`config.mk`:
```
export PLATFORM = sky130hd
export DESIGN_NAME = cskip_adder_pipe
export DESIGN_NICKNAME = d
export VERILOG_FILES = /design/src/rtl/cskip_adder_pipe.sv
export SDC_FILE = /design/constraint.sdc
export NUM_CORES = 1
export LEC_CHECK = 0
export ABC_CLOCK_PERIOD_IN_PS = 4600
export CORE_ASPECT_RATIO = 2
export CORE_MARGIN = 2
export CORE_UTILIZATION = 50
export DETAILED_ROUTE_END_ITERATION = 6
export HOLD_SLACK_MARGIN = 0.02
export PLACE_DENSITY = 0.86
export RECOVER_POWER = 25
export SYNTH_ARGS = -nofsm -noshare
export SYNTH_HDL_FRONTEND = slang
export SYNTH_SLANG_ARGS = --single-unit
export TNS_END_PERCENT = 50
```
`constraint.sdc`:
```
create_clock -name i_clk -period 4.6 [get_ports i_clk]
set_clock_uncertainty 0.1 [all_clocks]
set_input_delay 0.69 -clock i_clk [delete_from_list [all_inputs] [get_ports i_clk]]
set_output_delay 0.69 -clock i_clk [all_outputs]
set_load 0.05 [all_outputs]
```
`src/rtl/cskip_adder_pipe.sv`:
```
// Pipelined carry-skip adder: WIDTH-bit A+B+cin built from BLOCK-bit ripple blocks with skip bypass,
// BLOCKS_PER_STAGE blocks per register stage, valid/ready handshake on both sides.
module cskip_adder_pipe #(
  parameter int  WIDTH            = 16,
  parameter int  BLOCK            = 4,
  parameter int  BLOCKS_PER_STAGE = 2,
  localparam int NBLK             = WIDTH / BLOCK,
  localparam int NSTAGE           = (NBLK + BLOCKS_PER_STAGE - 1) / BLOCKS_PER_STAGE
) (
  input  logic             i_clk,
  input  logic             i_rst_n,
  input  logic             i_valid,
  output logic             o_ready,
  input  logic [WIDTH-1:0] i_add_term1,
  input  logic [WIDTH-1:0] i_add_term2,
  input  logic             i_cin,
  output logic             o_valid,
  input  logic             i_ready,
  output logic [WIDTH-1:0] o_result,
  output logic             o_cout,
  output logic             o_ovf,
  output logic [NBLK-1:0]  o_skip
);

  if (BLOCK < 1 || BLOCKS_PER_STAGE < 1 || (WIDTH % BLOCK) != 0) begin : g_bad_params
    $error("cskip_adder_pipe: WIDTH must be a positive multiple of BLOCK, BLOCKS_PER_STAGE >= 1");
  end

  logic [NSTAGE-1:0] v_q, v_d, c_q, c_d, ovf_q, ovf_d, en;
  logic [WIDTH-1:0]  a_q   [NSTAGE];
  logic [WIDTH-1:0]  a_d   [NSTAGE];
  logic [WIDTH-1:0]  b_q   [NSTAGE];
  logic [WIDTH-1:0]  b_d   [NSTAGE];
  logic [WIDTH-1:0]  res_q [NSTAGE];
  logic [WIDTH-1:0]  res_d [NSTAGE];
  logic [NBLK-1:0]   skip_q[NSTAGE];
  logic [NBLK-1:0]   skip_d[NSTAGE];

  // A stage may load when it is empty or anything downstream of it can advance.
  always_comb begin
    logic e;
    e  = 1'b0;
    en = '0;
    for (int k = 0; k < NSTAGE; k++) begin
      e = i_ready;
      for (int j = k; j < NSTAGE; j++) begin
        e = e | ~v_q[j];
      end
      en[k] = e;
    end
  end

  assign o_ready = en[0];

  // Running values start at the ports and are replaced by each stage's register for the next stage.
  always_comb begin
    logic [WIDTH-1:0] ain, bin, res;
    logic [NBLK-1:0]  skip;
    logic             vin, c, ovf, rc, p, cmsb;
    ain  = i_add_term1;
    bin  = i_add_term2;
    c    = i_cin;
    vin  = i_valid;
    res  = '0;
    skip = '0;
    ovf  = 1'b0;
    rc   = 1'b0;
    p    = 1'b0;
    cmsb = 1'b0;
    for (int k = 0; k < NSTAGE; k++) begin
      for (int blk = 0; blk < NBLK; blk++) begin
        if (blk / BLOCKS_PER_STAGE == k) begin
          rc = c;
          p  = 1'b1;
          for (int j = 0; j < BLOCK; j++) begin
            if (blk * BLOCK + j == WIDTH - 1) cmsb = rc;
            res[blk*BLOCK+j] = ain[blk*BLOCK+j] ^ bin[blk*BLOCK+j] ^ rc;
            p  = p & (ain[blk*BLOCK+j] ^ bin[blk*BLOCK+j]);
            rc = (ain[blk*BLOCK+j] & bin[blk*BLOCK+j]) |
                 (rc & (ain[blk*BLOCK+j] ^ bin[blk*BLOCK+j]));
          end
          skip[blk] = p;
          c = p ? c : rc;
          if (blk == NBLK - 1) ovf = cmsb ^ c;
        end
      end
      v_d[k]    = vin;
      a_d[k]    = ain;
      b_d[k]    = bin;
      c_d[k]    = c;
      res_d[k]  = res;
      skip_d[k] = skip;
      ovf_d[k]  = ovf;
      vin  = v_q[k];
      ain  = a_q[k];
      bin  = b_q[k];
      c    = c_q[k];
      res  = res_q[k];
      skip = skip_q[k];
      ovf  = ovf_q[k];
    end
  end

  always_ff @(posedge i_clk) begin
    if (!i_rst_n) begin
      v_q   <= '0;
      c_q   <= '0;
      ovf_q <= '0;
      for (int k = 0; k < NSTAGE; k++) begin
        a_q[k]    <= '0;
        b_q[k]    <= '0;
        res_q[k]  <= '0;
        skip_q[k] <= '0;
      end
    end else begin
      for (int k = 0; k < NSTAGE; k++) begin
        if (en[k]) begin
          v_q[k]    <= v_d[k];
          c_q[k]    <= c_d[k];
          ovf_q[k]  <= ovf_d[k];
          a_q[k]    <= a_d[k];
          b_q[k]    <= b_d[k];
          res_q[k]  <= res_d[k];
          skip_q[k] <= skip_d[k];
        end
      end
    end
  end

  assign o_valid  = v_q[NSTAGE-1];
  assign o_result = res_q[NSTAGE-1];
  assign o_cout   = c_q[NSTAGE-1];
  assign o_ovf    = ovf_q[NSTAGE-1];
  assign o_skip   = skip_q[NSTAGE-1];

endmodule

```
==> results.cfg <==
[setup_path]
crit_path_top_delay_cell = clkdlybuf4s50_1
arrival_ns = 4.51
worstPathCellList = clkdlybuf4s50_1, inv_2, fa_1, inv_1, fa_2, fa_2, fa_1, mux2_2, fa_1, fa_2, fa_1, inv_1, fa_1, nor2_1
path_buf_inv = 4
critPathLaunchType = input pin
critical_path.top_delay_family = adder cells
worstPathMaxFanout = 2
r2r_setup_slack_ns = 0.21
crit_type = in -> reg
cp.required_ns = 4.65
cp-end-kind = flip-flop
cpPeakStageDelay_ns = 0.44
crit_path_frequent_cell = fa_1

[cts]
clock_latency_ns = 0.30
cts.sinks = 51
cts_max_level = 2
clockBufferDepth = 2
clockRootBuffer = clkbuf_8
cts.clk_slew.worst_paths_ns = 0.09
cts_tree = yes
numCtsBuffers = 5

[run]
cap_violations = 0

[cells_and_area]
register_area_um2 = 1480
drive_gt1_share_pct = 7.85
layout_commonest_cell = edfxtp_1
final_cells = 300
final.fill_count = 368
multiInputGateArea_um2 = 1000
nNetsFinal = 310
syn2layout_area_growth_pct = 29.0
n_antenna_cell = 0
mostFrequentLayoutCells = edfxtp_1, and2_1, clkdlybuf4s50_1, dlygate4sd3_1, ha_1

[timing]
slew-limit-headroom_pct = 21.8
setup_viol = 0
hold_violations = 0
grt_setup_unrepaired = false
setup_tns_ns = 0
period_share_pct = 96.9
fin_ws_ns = 0.144
worst_pin_slew_ns = 1.17
drv_slew = 0
period_needed_ns = 4.46
max_freq_mhz = 224

[logic_synthesis]
synth_top_flop_cell = edfxtp_1
synth_nets = 248
synth_area_um2 = 2580
ys_warn_count = 0
synth_edf_count = 46
ys_ff_latch = 51
ys_seq_area_share_pct = 57.4
syn_avg_cell_area_um2 = 14.4
syn_inst = 179
async_reset_ff_share_pct = 0
synth.distinct_cells = 28

[detailed_routing]
drt-total-wl_mm = 3.99
drtPass1Iterations = 4
wire_per_inst_um = 13.3
route.vias.total = 1506
drtAntennaViolNets = 0
drt-initial-drc-count = 34
route.detailed.drc = 0
vias_per_cell = 5.02

[floorplan]
design.core.area_um2 = 5050
start_util_pct = 51.1
die_height_um = 106
ioPinCount = 61
rows = 37
die_area_um2 = 5790
die_width_um = 54.8

[grt]
grt_max_degree = 40
track_usage_pct = 16.0
grt_pass1_wl_mm = 6.77
antenna_found_initial = 0
grt_pass1_vias = 1614
grt-ovfl-total = 0

[placed_design]
port_buffers = 60
place_congestion = 0.794
dp_cells = 292
hpwl_mm = 3.05
place_ws_ns = -0.287

[pwr]
power.density_nw_per_um2 = 322
p_switching_mw = 0.275
p_int_mw = 0.795
share_comb_of_total_power_pct = 19.8
p_leak_nw = 1.43
seqPwrFrac_pct = 52.4
peakVddDrop_mv = 0.337
pwr-share-clk_pct = 27.7
swShare_pct = 25.7

[min_path]
min_path_type = reg -> reg

[outcome]
status = finished clean
==> sequential cells by signal, indices dropped and copies added, names as in the netlist <==
| signal | cells |
|---|---|
| v_q | 2 |
| b_q | 8 |
| res_q | 24 |
| c_q | 2 |
| skip_q | 6 |
| a_q | 8 |
| ovf_q | 1 |
==> worst min-delay path: stages, from the launching register on <==
cell and delay [ns]:
dfxtp_1 0.32, nand3_1 0.06, nand2_1 0.05
==> per-stage QoR <==
| stage | util (%) | power [mW] | hold WS [ns] | cell area (um^2) |
|---|---|---|---|---|
| floorplan | - | 0.705 | 0.373 | 2580 |
| global placement | 63.6 | 0.784 | 0.347 | 3210 |
| detailed placement | 63.6 | 0.793 | 0.353 | 3210 |
| CTS | 65.8 | 1.08 | 0.379 | 3320 |
| global route | 65.9 | 1.12 | 0.408 | 3330 |
| finish | 65.9 | 1.07 | 0.375 | 3330 |
==> per-layer routing <==
| metal | GRT usage, % | part of all wire [%] |
|---|---|---|
| met1 | 19.0 | 36 |
| met2 | 26.9 | 55 |
| met3 | 2.41 | 5.8 |
| met4 | 7.86 | 2.4 |
| met5 | 0 | 0 |
==> cells in the mapped netlist (all sizes together) (2+ instances only) <==
cell	count	area share, %
and2	38	9.2
buf	4	1.5
clkbuf	2	0.39
dfxtp	5	3.9
edfxtp	46	54
fa	16	12
ha	16	7.8
inv	14	2.0
mux2	2	1.0
nand2	7	1.0
nand3	2	0.39
nand4	5	1.2
nor2	8	1.2
nor2b	2	0.78
o2111ai	2	0.68
==> power by group through the flow <==
stage | Sequential, mW | Clock [mW] | Combinational, mW
CTS | 0.563 | 0.301 | 0.220
finish | 0.562 | 0.297 | 0.213
detailed placement | 0.574 | 0 | 0.219
global placement | 0.572 | 0 | 0.212
floorplan | 0.639 | 0 | 0.0658
global route | 0.566 | 0.316 | 0.233
==> repair_timing <==
action,4_1_cts,5_1_grt
setup buffers,0,0
hold buffers,0,0
resized for setup,0,8
endpoints found under the setup margin,0,3
==> final timing paths <==
| check | startpoint | endpoint | depth (start not counted) |
|---|---|---|---|
| max | i_add_term1[0] | res_q[0][7]$_SDFFCE_PN0P_ | 14 |
| min | c_q[1]$_SDFFE_PN0N_ | c_q[1]$_SDFFE_PN0N_ | 2 |
| max reg2reg | a_q[0][8]$_SDFFCE_PN0P_ | ovf_q[1]$_SDFFE_PN0N_ | 15 |
| min reg2reg | c_q[1]$_SDFFE_PN0N_ | c_q[1]$_SDFFE_PN0N_ | 2 |
==> final cells by class <==
cell class,count,share of cell area (%)
Clock inverter,3,1.17
Inverter,14,1.58
Timing Repair Buffer,61,18.3
Tap cell,58,2.18
Clock buffer,5,2.07
Sequential cell,51,44.5
Multi-Input combinational cell,108,30.2
==> cells by family (layout without fill, tap and decap cells) <==
family                     Yosys count  in the layout  share of synthesized area, %
DFF                                 51             51                          57.4
and+or+nand+nor                     66             66                          14.8
AOI/OAI and AO/OA                    8              8                          2.67
muxes                                2              2                          1.02
adders and majority gates           32             32                          20.2
buffers and inverters               20             83                          3.93
No activity file was read; power rests on OpenSTA's default activity.
